### src/rtl/sram_like_arbiter_if.sv
// One sram-like port: request fields flow master->slave, handshake and read data flow back.
interface sram_like_arbiter_if #(
  parameter int ADDR_W = 32,
  parameter int DATA_W = 32
) ();
  logic              req;
  logic              wr;
  logic [1:0]        size;
  logic [ADDR_W-1:0] addr;
  logic [DATA_W-1:0] wdata;
  logic              addr_ok;
  logic              data_ok;
  logic [DATA_W-1:0] rdata;

  modport master (
    output req, wr, size, addr, wdata,
    input  addr_ok, data_ok, rdata
  );

  modport slave (
    input  req, wr, size, addr, wdata,
    output addr_ok, data_ok, rdata
  );
endinterface

### src/rtl/sram_like_arbiter.sv
// Two-master (inst/data) to one-slave sram-like arbiter, one transaction in flight.
// Optional macro SRAM_ARB_ROUND_ROBIN_EN: alternate grants when both masters request.
module sram_like_arbiter #(
  parameter int ADDR_W = 32,
  parameter int DATA_W = 32
) (
  input  logic                   clk_i,
  input  logic                   rst_ni,
  sram_like_arbiter_if.slave     inst_if,
  sram_like_arbiter_if.slave     data_if,
  sram_like_arbiter_if.master    m_if,
  output logic                   owner_o,
  output logic                   busy_o
);

  typedef enum logic [1:0] {
    IDLE = 2'd0,
    ADDR = 2'd1,
    DATA = 2'd2
  } state_e;

  state_e            state_q, state_d;
  logic              owner_q, owner_d;
  logic              wr_q, wr_d;
  logic [1:0]        size_q, size_d;
  logic [ADDR_W-1:0] addr_q, addr_d;
  logic [DATA_W-1:0] wdata_q, wdata_d;

  logic any_req;
  logic pick_data;
  logic addr_hit;
  logic data_hit;

  assign any_req = inst_if.req | data_if.req;

`ifdef SRAM_ARB_ROUND_ROBIN_EN
  logic last_q, last_d;

  // On contention the master that did not win last time gets the bus.
  assign pick_data = (inst_if.req & data_if.req) ? ~last_q : data_if.req;
  assign last_d    = (state_q == IDLE && any_req) ? pick_data : last_q;

  always_ff @(posedge clk_i or negedge rst_ni) begin
    if (!rst_ni) begin
      last_q <= 1'b0;
    end else begin
      last_q <= last_d;
    end
  end
`else
  assign pick_data = data_if.req;
`endif

  always_ff @(posedge clk_i or negedge rst_ni) begin
    if (!rst_ni) begin
      state_q <= IDLE;
      owner_q <= 1'b0;
      wr_q    <= 1'b0;
      size_q  <= 2'd0;
      addr_q  <= '0;
      wdata_q <= '0;
    end else begin
      state_q <= state_d;
      owner_q <= owner_d;
      wr_q    <= wr_d;
      size_q  <= size_d;
      addr_q  <= addr_d;
      wdata_q <= wdata_d;
    end
  end

  always_comb begin
    state_d  = state_q;
    owner_d  = owner_q;
    wr_d     = wr_q;
    size_d   = size_q;
    addr_d   = addr_q;
    wdata_d  = wdata_q;
    addr_hit = 1'b0;
    data_hit = 1'b0;
    case (state_q)
      IDLE: begin
        // Slave handshakes seen here are strays and never reach a master.
        if (any_req) begin
          owner_d = pick_data;
          wr_d    = pick_data ? data_if.wr    : inst_if.wr;
          size_d  = pick_data ? data_if.size  : inst_if.size;
          addr_d  = pick_data ? data_if.addr  : inst_if.addr;
          wdata_d = pick_data ? data_if.wdata : inst_if.wdata;
          state_d = ADDR;
        end
      end
      ADDR: begin
        if (m_if.addr_ok) begin
          addr_hit = 1'b1;
          state_d  = DATA;
          if (m_if.data_ok) begin
            data_hit = 1'b1;
            state_d  = IDLE;
          end
        end
      end
      DATA: begin
        if (m_if.data_ok) begin
          data_hit = 1'b1;
          state_d  = IDLE;
        end
      end
      default: state_d = IDLE;
    endcase
  end

  assign m_if.req   = (state_q == ADDR);
  assign m_if.wr    = wr_q;
  assign m_if.size  = size_q;
  assign m_if.addr  = addr_q;
  assign m_if.wdata = wdata_q;

  assign inst_if.addr_ok = addr_hit & ~owner_q;
  assign data_if.addr_ok = addr_hit &  owner_q;
  assign inst_if.data_ok = data_hit & ~owner_q;
  assign data_if.data_ok = data_hit &  owner_q;
  assign inst_if.rdata   = (data_hit & ~owner_q) ? m_if.rdata : '0;
  assign data_if.rdata   = (data_hit &  owner_q) ? m_if.rdata : '0;

  assign owner_o = owner_q;
  assign busy_o  = (state_q != IDLE);

endmodule

### src/flat_wrapper.sv
// flat-port wrapper written by rule: the top's interface ports become plain ports
module sram_like_arbiter_flat 
#(
  parameter int ADDR_W = 32,
  parameter int DATA_W = 32
)
  (clk_i, rst_ni, owner_o, busy_o, inst_if_req, inst_if_wr, inst_if_size, inst_if_addr, inst_if_wdata, inst_if_addr_ok, inst_if_data_ok, inst_if_rdata, data_if_req, data_if_wr, data_if_size, data_if_addr, data_if_wdata, data_if_addr_ok, data_if_data_ok, data_if_rdata, m_if_req, m_if_wr, m_if_size, m_if_addr, m_if_wdata, m_if_addr_ok, m_if_data_ok, m_if_rdata);
  sram_like_arbiter_if #(.ADDR_W(ADDR_W), .DATA_W(DATA_W)) inst_if_i ();
  sram_like_arbiter_if #(.ADDR_W(ADDR_W), .DATA_W(DATA_W)) data_if_i ();
  sram_like_arbiter_if #(.ADDR_W(ADDR_W), .DATA_W(DATA_W)) m_if_i ();
  input  logic clk_i;
  input  logic rst_ni;
  output logic owner_o;
  output logic busy_o;
  input wire logic [$bits(inst_if_i.req)-1:0] inst_if_req;
  input wire logic [$bits(inst_if_i.wr)-1:0] inst_if_wr;
  input wire logic [$bits(inst_if_i.size)-1:0] inst_if_size;
  input wire logic [$bits(inst_if_i.addr)-1:0] inst_if_addr;
  input wire logic [$bits(inst_if_i.wdata)-1:0] inst_if_wdata;
  output wire logic [$bits(inst_if_i.addr_ok)-1:0] inst_if_addr_ok;
  output wire logic [$bits(inst_if_i.data_ok)-1:0] inst_if_data_ok;
  output wire logic [$bits(inst_if_i.rdata)-1:0] inst_if_rdata;
  input wire logic [$bits(data_if_i.req)-1:0] data_if_req;
  input wire logic [$bits(data_if_i.wr)-1:0] data_if_wr;
  input wire logic [$bits(data_if_i.size)-1:0] data_if_size;
  input wire logic [$bits(data_if_i.addr)-1:0] data_if_addr;
  input wire logic [$bits(data_if_i.wdata)-1:0] data_if_wdata;
  output wire logic [$bits(data_if_i.addr_ok)-1:0] data_if_addr_ok;
  output wire logic [$bits(data_if_i.data_ok)-1:0] data_if_data_ok;
  output wire logic [$bits(data_if_i.rdata)-1:0] data_if_rdata;
  output wire logic [$bits(m_if_i.req)-1:0] m_if_req;
  output wire logic [$bits(m_if_i.wr)-1:0] m_if_wr;
  output wire logic [$bits(m_if_i.size)-1:0] m_if_size;
  output wire logic [$bits(m_if_i.addr)-1:0] m_if_addr;
  output wire logic [$bits(m_if_i.wdata)-1:0] m_if_wdata;
  input wire logic [$bits(m_if_i.addr_ok)-1:0] m_if_addr_ok;
  input wire logic [$bits(m_if_i.data_ok)-1:0] m_if_data_ok;
  input wire logic [$bits(m_if_i.rdata)-1:0] m_if_rdata;
  assign inst_if_i.req = inst_if_req;
  assign inst_if_i.wr = inst_if_wr;
  assign inst_if_i.size = inst_if_size;
  assign inst_if_i.addr = inst_if_addr;
  assign inst_if_i.wdata = inst_if_wdata;
  assign inst_if_addr_ok = inst_if_i.addr_ok;
  assign inst_if_data_ok = inst_if_i.data_ok;
  assign inst_if_rdata = inst_if_i.rdata;
  assign data_if_i.req = data_if_req;
  assign data_if_i.wr = data_if_wr;
  assign data_if_i.size = data_if_size;
  assign data_if_i.addr = data_if_addr;
  assign data_if_i.wdata = data_if_wdata;
  assign data_if_addr_ok = data_if_i.addr_ok;
  assign data_if_data_ok = data_if_i.data_ok;
  assign data_if_rdata = data_if_i.rdata;
  assign m_if_req = m_if_i.req;
  assign m_if_wr = m_if_i.wr;
  assign m_if_size = m_if_i.size;
  assign m_if_addr = m_if_i.addr;
  assign m_if_wdata = m_if_i.wdata;
  assign m_if_i.addr_ok = m_if_addr_ok;
  assign m_if_i.data_ok = m_if_data_ok;
  assign m_if_i.rdata = m_if_rdata;
  sram_like_arbiter #(.ADDR_W(ADDR_W), .DATA_W(DATA_W)) u_core (.clk_i(clk_i), .rst_ni(rst_ni), .inst_if(inst_if_i), .data_if(data_if_i), .m_if(m_if_i), .owner_o(owner_o), .busy_o(busy_o));
endmodule
### config.mk
export PLATFORM = sky130hd
export DESIGN_NAME = sram_like_arbiter_flat
export DESIGN_NICKNAME = d
export VERILOG_FILES = /design/src/rtl/sram_like_arbiter_if.sv /design/src/rtl/sram_like_arbiter.sv /design/src/flat_wrapper.sv
export SDC_FILE = /design/constraint.sdc
export NUM_CORES = 1
export LEC_CHECK = 0
export BUFFER_PORTS_ARGS = -buffer_cell sky130_fd_sc_hd__clkbuf_2
export CAP_MARGIN = 20
export CORE_AREA = 3 3 119 121
export CTS_CLUSTER_DIAMETER = 150
export DETAILED_ROUTE_END_ITERATION = 8
export DIE_AREA = 0 0 122 124
export MAX_ROUTING_LAYER = met4
export PLACE_DENSITY_LB_ADDON = 0.25
export SLEW_MARGIN = 20
export SYNTH_ARGS = -nofsm -noshare
export SYNTH_HDL_FRONTEND = slang
export SYNTH_SLANG_ARGS = --single-unit
export TNS_END_PERCENT = 20
### constraint.sdc
create_clock -name clk_i -period 1.7 [get_ports clk_i]
set_clock_uncertainty 0.1 [all_clocks]
set_input_delay 0.17 -clock clk_i [delete_from_list [all_inputs] [get_ports clk_i]]
set_output_delay 0.17 -clock clk_i [all_outputs]
set_load 0.01 [all_outputs]
After elaboration in Yosys (flattened, before gate mapping)
Cells that the tools add are included.
Cells by class
  shift-type cells: 0
  bitwise logic cells: 6
  div/mod/pow operators: 0
  $add $sub $neg: 0
  $mul: 0
  equal/unequal tests: 5
  magnitude comparators: 0
  reductions and logical operators: 4
  mux-type cells: 16
Operators by type and width (count)
  2-to-1 mux 32 bit: 4
  2-to-1 mux 2 bit: 5
  case mux 2 bit (3 select lines): 1
  2-to-1 mux 1 bit: 5
  bitwise AND 1 bit: 4
  inequality test 2 x 1 -> 1 bit, second input constant: 2
  AND reduction 3 bit: 1
  equality test 2 x 1 -> 1 bit, second input constant: 1
  equality test 2 bit, second input constant: 1
  zero test 2 bit: 1
  inequality test 2 bit, second input constant: 1
  case mux 1 bit (2 select lines): 1
  AND reduction 2 bit: 1
  nonzero test 2 bit: 1
  inverter 1 bit: 1
  bitwise OR 1 bit: 1
Storage, ports and cells
  output and inout bits: 138
  memories kept: 0
  logic and storage cells: 37
  bits in read-only memories: 0
  memory bits (writable): 0
  input port bits: 172
  register bits: 70
  bits in latches: 0

Longest topological paths before layout
Gate-level depths: netlist of the first run.
  depth after elaboration: 5
  gate-level depth with buffers: 7

Worst setup path after synthesis of the first run
No wires, ideal clock.
  path type: register -> output
  start point: register u_core.state_q[1]
  end point: output data_if_rdata[22]
  arrival time: 1.463 ns
  stages on the path, launching flop included: 7
  setup slack: -0.033 ns
  path through: dfrtp_1 inv_1 ha_1 a21oi_2 nor3b_4 buf_2 and2_1
Between the ends
  cells in the longest elaborated chain, start to end: 4
RTL lines
  start: declaration: RTL line sram_like_arbiter.sv:22  | state_e state_q, state_d;
  start signal: assignment: RTL line sram_like_arbiter.sv:63  | state_q <= state_d;
  equality test 2 x 1 -> 1 bit
  named net m_if_req: RTL line flat_wrapper.sv:31  | output wire logic [$bits(m_if_i.req)-1:0] m_if_req;
  case mux 1 bit (2 select lines): RTL line sram_like_arbiter.sv:81  | case (state_q)
  bitwise AND 1 bit: RTL line sram_like_arbiter.sv:124  | assign data_if.rdata = (data_hit & owner_q) ? m_if.rdata : '0;
  named net data_if_data_ok: RTL line flat_wrapper.sv:29  | output wire logic [$bits(data_if_i.data_ok)-1:0] data_if_data_ok;
  2-to-1 mux 32 bit: RTL line sram_like_arbiter.sv:124
  end: declaration: RTL line flat_wrapper.sv:30  | output wire logic [$bits(data_if_i.rdata)-1:0] data_if_rdata;
The timed path passes the listed nets, and every way through them passes these cells.

Worst setup path after layout of the first run
  start point: register u_core.state_q[1]
  end point: output data_if_rdata[1]
Between the ends
  cells in the longest elaborated chain, start to end: 4
RTL lines (RTL line)
  equality test 2 bit / equality test 2 x 1 -> 1 bit (equally long branches): sram_like_arbiter.sv:81
  case mux 1 bit (2 select lines) *: sram_like_arbiter.sv:81
  bitwise AND 1 bit *: sram_like_arbiter.sv:124
  2-to-1 mux 32 bit *: sram_like_arbiter.sv:124
Every way passes the cells marked *; elsewhere a longest branch is shown, timed or not.

==> summary.txt, run 1 <==
Critical path
  – CP Max Fanout: 33
  – R2r startpoint: u_core.state_q[0]
  – CP Buf/Inv Count: 3
  – Crit end category: output pin
  – Reg2Reg Depth: 6
  – WP data required: 1.43 ns
  – Kind of critical path: flop to output pin
  – Startpoint Class: flop
  – Worst EP arrival: 1.79 ns
  – Critical path's slowest cell: dfrtp_1
  – Slowest stage delay, CP: 0.34 ns
  – Reg2reg end: u_core.state_q[1]
  – CP Cell Sequence: inv_1 -> ha_1 -> nand2_2 -> nor3b_4 -> buf_12 -> and2_1 -> buf_2
  – Reg-to-reg slack, setup: 0.09 ns
  – Largest delay contributor family on the critical path: simple AND/OR/NAND/NOR gates

Routing
  – DR pass1 iterations: 4
  – Vias per cell: 4.24
  – Initial DRC Count: 73
  – Drt drc: 0
  – Via Count: 3,693
  – Post-route ant nets: 0
  – Routed len/inst: 13.6 um
  – Final wirelength: 11,900 um

STA
  – Hold_ws: 0.0155 ns
  – Final Cycle Share: 1.21
  – Tmin final: 2.06 ns
  – Fmax: 485 MHz
  – Final-report hold violation count: 0
  – Final setup fails: 67
  – Slew at the pin closest to its max-slew limit: 0.364 ns
  – Final Max Tran Viols: 0
  – Final worst setup slack: -0.364 ns
  – RSZ-0062 raised after global routing: true
  – Slew margin rel.: 0.757

Hold path
  – Hold Path Origin: inst_if_wdata[15]
  – Hold Crit Endpoint: u_core.m_if.wdata[15]
  – Hold Crit Depth: 3
  – Min-Delay Path Class: primary input to flop

Power
  – Maximum VDD drop: 0.696 mV
  – PwrDens: 1480 nW/um^2
  – Post-layout total power: 8.69 mW
  – Power Internal: 5.42 mW
  – Clock power share: 0.232
  – P_leak: 3.36 nW
  – Logic pwr share: 0.428
  – NetSw: 3.27 mW
  – Sequential share of power: 0.340
  – Sw frac: 0.376

Global route
  – First-pass GRT wire length: 17,200 um
  – Global router's overall resource usage: 0.151
  – Vias in the first global route: 3,465
  – Antenna violations before repair: 0
  – Largest net degree at the start of global routing: 82
  – GR Overflow Total: 0

Synth
  – Distinct cell type count of the synthesized netlist: 25
  – Cells after Synth: 387
  – Syn. warnings: 0
  – Seq/Total Area, Yosys: 0.461
  – Syn Area/Cell: 9.81 um^2
  – Mapped Nets: 562
  – Post-Syn Area: 3800 um^2
  – Flops & latches, synth: 70

Placed design
  – Dpl cells: 855
  – Dpl hpwl: 9920 um
  – Setup slack after placement: -0.0510 ns
  – I/O Buffers: 309
  – Final Wtd Congestion: 0.791
  – Post-DP Area: 5530 um^2

Clock network
  – CTS root buf: clkbuf_16
  – Clock-pin slew on the worst setup and hold paths: 0.06 ns
  – Worst skew pair latency: 0.31 ns
  – TritonCTS Buffers: 9
  – CTS max path bufs: 2
  – Post-CTS Setup Bufs: 0
  – Sink Count: 70
  – Htree depth: 3
  – CTS tree: done

Run status
  – Failing checks: negative setup slack
  – Status: finished with violations

Finish
  – Inserted Diodes: 0
  – Nets: 866
  – Synthesis-to-finish area growth: 55.2%
  – Finished Layout Cells: 872
  – Layout cell share with drive strength beyond 1: 0.494
  – Fin area: 5890 um^2

Floorplan
  – Core ar.: 13,200 um^2
  – Site Rows: 42
  – Chip height: 124 um
  – Die area: 15,100 um^2
  – Io pins: 310
  – Initial Utilization: 0.288
  – Die width: 122 um

Flow run
  – Max-cap violations: 0
==> power by group through the flow <==
stage | Sequential, mW | Clock [mW] | Combinational [mW]
after floorplan | 3.31 | 0 | 1.82
after global placement | 2.96 | 0 | 3.71
after detailed placement | 2.96 | 0 | 3.78
after CTS | 2.96 | 2.09 | 3.78
after global routing | 3.07 | 2.17 | 4.20
final | 2.96 | 2.01 | 3.72
==> registers in the layout (all words and copies together), names as in the netlist <==
| register | flops |
|---|---|
| u_core.m_if.wdata | 32 |
| u_core.m_if.wr | 1 |
| u_core.m_if.size | 2 |
| u_core.m_if.addr | 32 |
| u_core.owner_o | 1 |
| u_core.state_q | 2 |
==> synthesized netlist by cell type, drive strengths merged <==
cell	n	area (um^2)
nor3	2	15.0
nor2b	2	12.5
inv	3	11.3
a21oi	1	8.76
ha	3	37.5
o32a	1	10.0
and2	64	400
nand2b	1	6.26
buf	20	165
clkbuf	8	35.0
a211oi	1	7.51
o21ai	68	352
mux2i	68	681
nor3b	1	18.8
nor2	2	7.51
and3	1	6.26
nand2	70	263
a22o	1	8.76
dfrtp	70	1750
==> logic make-up after synthesis <==
kind of cell	synth area share
flops	0.461
simple gates	0.192
mux	0.179
compound gates	0.102
fa+ha+maj	0.00989
buf+inv	0.0557
==> final cells by class <==
cell class / instances / area (um^2)
fill: 1305 / 7300
multi-input combinational: 286 / 1860
sequential: 70 / 1750
tap: 176 / 220
clock inverter: 5 / 82.6
clock buffer: 11 / 243
timing repair buffer: 321 / 1720
inverter: 3 / 11.3
==> how the worst max path moves through the flow <==
stage	start	to	slack (ns)	cells after the start
global route	u_core.state_q[1]	data_if_rdata[9]	-0.46	7
detailed placement	u_core.state_q[1]	data_if_rdata[1]	-0.05	7
floorplan	u_core.state_q[0]	inst_if_rdata[22]	0.01	6
finish	u_core.state_q[1]	data_if_rdata[1]	-0.36	7
CTS	u_core.state_q[1]	data_if_rdata[1]	-0.38	7
global placement	u_core.state_q[1]	inst_if_rdata[24]	-0.01	7
==> placed cells by master (no fill, tap or decap), types with 2 or more instances in the layout <==
cell type    n
and2_1      64
buf_12       6
buf_2       13
buf_4        6
bufinv_16    2
clkbuf_16    9
clkbuf_2   294
clkinv_4     2
dfrtp_1     70
ha_1         2
inv_1        2
mux2i_1     68
nand2_1     69
nor2_1       2
o21ai_0     52
o21ai_1     15
==> tightest hold or removal path, delay by kind of cell <==
kind                   cells  cell delay, ns
muxes                      1            0.05
buffers and inverters      1            0.08
AOI/OAI and AO/OA          1            0.10
==> stage by stage <==
step | utilization | TNS [ns]
after CTS | 0.445 | -24.08
after floorplan | - | 0
after global placement | 0.419 | -0.245
after detailed placement | 0.419 | -2.15
final | 0.447 | -22.35
after global routing | 0.447 | -29.21
==> metal layers <==
layer	vias to the layer above	part of all wire	global-route usage	wire length [um]
met5	-	0	-	0
met4	0	0.011	0.0427	133
met3	9	0.093	0.0372	1100
met2	183	0.54	0.275	6360
met1	1600	0.36	0.164	4280
li1	1901	-	-	-
==> what timing repair did <==
item,4_1_cts,5_1_grt
hold endpoints to repair,70,0
pin swaps,0,1
gates resized for setup,2,18
endpoints found under the setup margin,68,74
hold buffers,1,0
Note: power is estimated with default switching activity, not from simulation.
==> run 2: changes to the inputs <==
--- a/config.mk
+++ b/config.mk
@@ -6,8 +6,8 @@
 export NUM_CORES = 1
 export LEC_CHECK = 0
 export BUFFER_PORTS_ARGS = -buffer_cell sky130_fd_sc_hd__clkbuf_2
-export CAP_MARGIN = 20
-export CORE_AREA = 3 3 119 121
+export CAP_MARGIN = 5
+export CORE_AREA = 2 2 120 122
 export CTS_CLUSTER_DIAMETER = 150
 export DETAILED_ROUTE_END_ITERATION = 8
 export DIE_AREA = 0 0 122 124
==> constraint.sdc (replaced) <==
create_clock -name clk_i -period 2.5 [get_ports clk_i]
set_clock_uncertainty 0.1 [all_clocks]
set_input_delay 0.25 -clock clk_i [delete_from_list [all_inputs] [get_ports clk_i]]
set_output_delay 0.25 -clock clk_i [all_outputs]
set_load 0.01 [all_outputs]
==> summary.txt, run 2 (synthesis gave the netlist of run 1 again) <==
Floorplan
  – Io pins: 310 (unchanged)
  – Initial Utilization: 0.277 (-0.0111)
  – Die width: 122 um (unchanged)
  – Chip height: 124 um (unchanged)
  – Die area: 15,100 um^2 (unchanged)
  – Site Rows: 43 (+2.4%)
  – Core ar.: 13,700 um^2 (+4.0%)

Run status
  – Status: complete, no violations

Clock network
  – CTS root buf: clkbuf_16
  – Htree depth: 3 (unchanged)
  – Worst skew pair latency: 0.32 ns (about the same)
  – Resized Gates After CTS: 0 (-2)
  – TritonCTS Buffers: 9 (unchanged)
  – CTS max path bufs: 2 (unchanged)
  – Sink Count: 70 (unchanged)
  – Clock-pin slew on the worst setup and hold paths: 0.06 ns (about the same)
  – CTS tree: done

Critical path
  – Crit end category: output pin
  – Reg-to-reg slack, setup: 0.80 ns (+0.71 ns)
  – Kind of critical path: flop to output pin
  – Worst EP arrival: 1.95 ns (+0.16 ns)
  – CP Max Fanout: 33 (unchanged)
  – Reg2Reg Depth: 5 (-1)
  – R2r startpoint: u_core.state_q[0]
  – Reg2reg end: u_core.m_if.wdata[28]
  – WP data required: 2.15 ns (+0.72 ns)
  – Startpoint Class: flop

Power
  – Power Internal: 3.46 mW (-36%)
  – P_leak: 3.28 nW (-2.3%)
  – Maximum VDD drop: 0.412 mV (-41%)
  – NetSw: 2.20 mW (-33%)
  – Logic pwr share: 0.428 (about the same)
  – Clock power share: 0.218 (-0.014)
  – PwrDens: 985 nW/um^2 (-33%)
  – Sequential share of power: 0.354 (+0.014)
  – Sw frac: 0.389 (+0.0127)

Global route
  – Global router's overall resource usage: 0.144 (-0.00662)
  – Antenna violations before repair: 0 (unchanged)
  – GR Overflow Total: 0 (unchanged)
  – First-pass GRT wire length: 16,600 um (-4.0%)
  – Largest net degree at the start of global routing: 135 (+65%)
  – Vias in the first global route: 3,464 (-0.029%)

STA
  – Slew margin rel.: 0.439 (-0.318)
  – Final Max Tran Viols: 0 (unchanged)
  – Tmin final: 2.30 ns
  – Final setup fails: 0 (-100%)
  – Final-report hold violation count: 0 (unchanged)
  – Setup TNS: 0 ns (+22.35 ns)
  – Final Cycle Share: 0.920
  – RSZ-0062 raised after global routing: false
  – Slew at the pin closest to its max-slew limit: 0.841 ns (+0.477 ns)
  – Fmax: 435 MHz
  – Final worst setup slack: 0.201 ns (+0.565 ns)

Finish
  – Commonest non-fill, non-tap cell in the layout: clkbuf_2
  – Synthesis-to-finish area growth: 51.2%
  – Inserted Diodes: 0 (unchanged)
  – Utilization after layout: 0.419 (-0.0281)
  – Finished Layout Cells: 872 (unchanged)
  – Layout cell share with drive strength beyond 1: 0.486 (-0.00870)
  – Fin area: 5740 um^2 (-2.5%)
  – Commonest non-fill, non-tap cells in the layout: 307 x clkbuf_2, 70 x nand2_1, 70 x dfrtp_1
  – Nets: 863 (-0.35%)

Hold path
  – Min-Delay Path Class: primary input to flop
  – Hold Crit Depth: 3 (unchanged)
  – Hold Path Origin: data_if_wdata[11]
  – Hold Crit Endpoint: u_core.m_if.wdata[11]

Routing
  – Initial DRC Count: 128 (+75%)
  – Vias per cell: 4.31 (+1.7%)
  – Routed len/inst: 12.8 um (-6.1%)
  – Final wirelength: 11,200 um (-6.1%)
  – DR pass1 iterations: 4 (unchanged)
  – Post-route ant nets: 0 (unchanged)
  – Drt drc: 0 (unchanged)
  – Via Count: 3,757 (+1.7%)

Placed design
  – Dpl hpwl: 9190 um (-7.3%)
  – Final Wtd Congestion: 0.778 (-1.7%)
  – Post-DP Area: 5440 um^2 (-1.5%)
  – Dpl cells: 856 (+0.12%)
  – I/O Buffers: 309 (unchanged)
  – Setup slack after placement: 0.510 ns (+0.561 ns)

Flow run
  – Max-cap violations: 0 (unchanged)
[run 2: layout make-up]
cell class | count | area, um^2
flip-flops and latches | 70 | 1750
clock buffers | 9 | 225
fillers | 1383 | 7980
inverters | 3 | 11.3
multi-input cells | 286 | 1830
clock inverters | 6 | 63.8
well taps | 180 | 225
repair buffers | 318 | 1630
[run 2: repair_timing]
item / 4_1_cts / 5_1_grt
setup buffers: 0 / 0
hold endpoints to repair: 36 / 0
hold buffers: 1 / 0
[run 2: power groups by stage]
stage	logic, mW	clock network (mW)	registers [mW]
final	2.42	1.23	2.00
after global routing	2.72	1.33	2.09
after CTS	2.49	1.28	2.02
after detailed placement	2.50	0	2.02
after global placement	2.44	0	2.00
after floorplan	1.23	0	2.25
[run 2: worst max-delay path by stage]
stage / startpoint / slack (ns) / end
finish: u_core.state_q[1] / 0.20 / data_if_rdata[2]
global route: u_core.state_q[1] / 0.04 / data_if_rdata[16]
CTS: u_core.state_q[1] / 0.15 / data_if_rdata[7]
detailed placement: u_core.state_q[1] / 0.51 / data_if_rdata[7]
global placement: u_core.state_q[1] / 0.62 / data_if_rdata[7]
floorplan: u_core.state_q[1] / 0.69 / data_if_rdata[22]
[run 2: routing by layer]
metal	GRT usage	vias up	wire length [um]
met1	0.156	1661	4190
met3	0.0307	11	936
met5	-	-	0
met2	0.263	192	5870
li1	-	1893	-
met4	0.0467	0	164
[run 2: worst max-delay path, stage by stage, from the launching register on]
cell      delay [ns]
dfrtp_1         0.38
inv_1           0.09
ha_1            0.28
a21oi_2         0.12
nor3b_4         0.18
buf_4           0.27
and2_1          0.17
clkbuf_2        0.13
[run 2: per-stage QoR]
| step | hold slack (ns) | power, mW |
|---|---|---|
| after global routing | 0.112 | 6.14 |
| after detailed placement | 0.303 | 4.52 |
| after global placement | 0.293 | 4.44 |
| after floorplan | -0.146 | 3.49 |
| after CTS | 0.101 | 5.78 |
| final | 0.109 | 5.66 |
==> run 3: changes to the inputs <==
--- a/config.mk
+++ b/config.mk
@@ -12,7 +12,7 @@
 export DETAILED_ROUTE_END_ITERATION = 8
 export DIE_AREA = 0 0 122 124
 export MAX_ROUTING_LAYER = met4
-export PLACE_DENSITY_LB_ADDON = 0.25
+export PLACE_DENSITY = 0.6
 export SLEW_MARGIN = 20
 export SYNTH_ARGS = -nofsm -noshare
 export SYNTH_HDL_FRONTEND = slang
==> summary.txt, run 3 (synthesis gave the netlist of run 1 again) <==
Flow run
  – Max-cap violations: 0 (unchanged)

Floorplan
  – Chip height: 124 um (unchanged)
  – Site Rows: 43 (unchanged)
  – Io pins: 310 (unchanged)
  – Initial Utilization: 0.277 (unchanged)
  – Core ar.: 13,700 um^2 (unchanged)
  – Die width: 122 um (unchanged)
  – Die area: 15,100 um^2 (unchanged)

STA
  – RSZ-0062 raised after global routing: false
  – Final setup fails: 0 (unchanged)
  – Setup TNS: 0 ns (unchanged)
  – Fmax: 433 MHz (-0.48%)
  – Final Max Tran Viols: 0 (unchanged)
  – Slew at the pin closest to its max-slew limit: 0.884 ns (+0.0424 ns)
  – Slew margin rel.: 0.411 (-0.0283)
  – Final Cycle Share: 0.924 (+0.00448)
  – Tmin final: 2.31 ns (+0.0112 ns)
  – Final-report hold violation count: 0 (unchanged)

Power
  – PwrDens: 988 nW/um^2 (+0.30%)
  – NetSw: 2.21 mW (+0.40%)
  – Clock power share: 0.217 (about the same)
  – Maximum VDD drop: 0.527 mV (+28%)
  – Power Internal: 3.45 mW (-0.20%)
  – Logic pwr share: 0.428 (about the same)
  – Sequential share of power: 0.355 (about the same)
  – P_leak: 3.27 nW (-0.31%)
  – Sw frac: 0.390 (+0.00143)

Finish
  – Layout cell share with drive strength beyond 1: 0.480 (-0.00509)
  – Synthesis-to-finish area growth: 50.8%
  – Commonest non-fill, non-tap cell in the layout: clkbuf_2
  – Nets: 861 (-0.23%)
  – Utilization after layout: 0.418 (-0.00110)
  – Commonest non-fill, non-tap cells in the layout: 307 x clkbuf_2, 70 x nand2_1, 70 x dfrtp_1

Placed design
  – I/O Buffers: 309 (unchanged)
  – Final Wtd Congestion: 0.782 (+0.54%)
  – Dpl hpwl: 9870 um (+7.4%)

Clock network
  – Post-CTS Setup Bufs: 0 (unchanged)
  – CTS tree: done
  – Resized Gates After CTS: 0 (unchanged)
  – CTS root buf: clkbuf_16
  – Worst skew pair latency: 0.32 ns (about the same)
  – CTS max path bufs: 2 (unchanged)
  – Clock-pin slew on the worst setup and hold paths: 0.06 ns (about the same)
  – TritonCTS Buffers: 9 (unchanged)
  – Sink Count: 70 (unchanged)
  – Htree depth: 3 (unchanged)

Critical path
  – Critical path's slowest cell: dfrtp_1
  – Largest delay contributor family on the critical path: buffers and inverters
  – CP Max Fanout: 33 (unchanged)
  – Crit end category: output pin
  – Worst EP arrival: 1.96 ns (about the same)
  – Slowest stage delay, CP: 0.37 ns (about the same)
  – Kind of critical path: flop to output pin
  – CP Cell Sequence: inv_1 -> ha_1 -> a21oi_2 -> nor3b_4 -> buf_4 -> and2_1 -> clkbuf_2
  – CP Buf/Inv Count: 3 (unchanged)
  – Startpoint Class: flop
  – WP data required: 2.15 ns (about the same)

Routing
  – Drt drc: 0 (unchanged)
  – Post-route ant nets: 0 (unchanged)
  – Via Count: 3,701 (-1.5%)
  – Final wirelength: 12,100 um (+8.3%)
  – Vias per cell: 4.24 (-1.5%)
  – Routed len/inst: 13.9 um (+8.3%)
  – DR pass1 iterations: 3 (-1)
  – Initial DRC Count: 62 (-52%)

Hold path
  – Min-Delay Path Class: primary input to flop

Global route
  – Largest net degree at the start of global routing: 77 (-43%)
  – Vias in the first global route: 3,524 (+1.7%)
  – Antenna violations before repair: 1 (+1)
  – GR Overflow Total: 0 (unchanged)
  – Global router's overall resource usage: 0.155 (+0.0112)
  – First-pass GRT wire length: 17,500 um (+5.9%)

Run status
  – Status: complete, no violations
[run 3: area by class of cell]
type | instances | area (um^2)
Antenna cell | 1 | 2.50
Clock buffer | 12 | 236
Clock inverter | 4 | 47.5
Fill cell | 1379 | 7990
Inverter | 3 | 11.3
Multi-Input combinational cell | 286 | 1830
Sequential cell | 70 | 1750
Tap cell | 180 | 225
Timing Repair Buffer | 316 | 1620
[run 3: worst min-delay path, cell delays in order]
cell      delay, ns
clkbuf_2       0.07
mux2i_1        0.05
o21ai_1        0.11
[run 3: metal layers]
layer,share of wire,up-vias,track usage
met5,0,-,-
met4,0.017,0,0.0503
met3,0.075,10,0.0330
met2,0.52,181,0.284
met1,0.39,1622,0.168
li1,-,1888,-
[run 3: through the flow]
step	cell area (um^2)	hold slack [ns]	power (mW)	cells	worst slack, ns
global route	5730	0.116	6.12	872	0.0808
finish	5730	0.104	5.66	872	0.190
CTS	5730	0.0977	5.76	871	0.180
detailed placement	5430	0.345	4.51	854	0.540
floorplan	3800	-0.146	3.49	387	0.687
global placement	5430	0.327	4.43	854	0.636
[run 3: what timing repair did]
action,CTS,global route
endpoints found under the hold margin,39,0
endpoints found under the setup margin,0,0
hold buffers,1,0
[run 3: power groups by stage]
stage	logic, mW	registers [mW]	clock network, mW
global placement	2.42	2.01	0
finish	2.42	2.01	1.23
floorplan	1.23	2.25	0
detailed placement	2.49	2.02	0
global route	2.72	2.08	1.32
CTS	2.48	2.02	1.27
[run 3: path summary, 6_finish.rpt]
path	startpoint	to	slack, ns	cells past startpoint
setup / recovery	u_core.state_q[1]	data_if_rdata[2]	0.19	7
hold / removal	inst_if_wdata[20]	u_core.m_if.wdata[20]	0.10	3
setup reg to reg	u_core.state_q[0]	u_core.m_if.addr[0]	0.61	5
hold reg to reg	u_core.m_if.addr[17]	u_core.m_if.addr[17]	0.38	2
max in group asynchronous	rst_ni	u_core.state_q[0]	1.22	2
min in group asynchronous	rst_ni	u_core.m_if.addr[10]	0.50	2
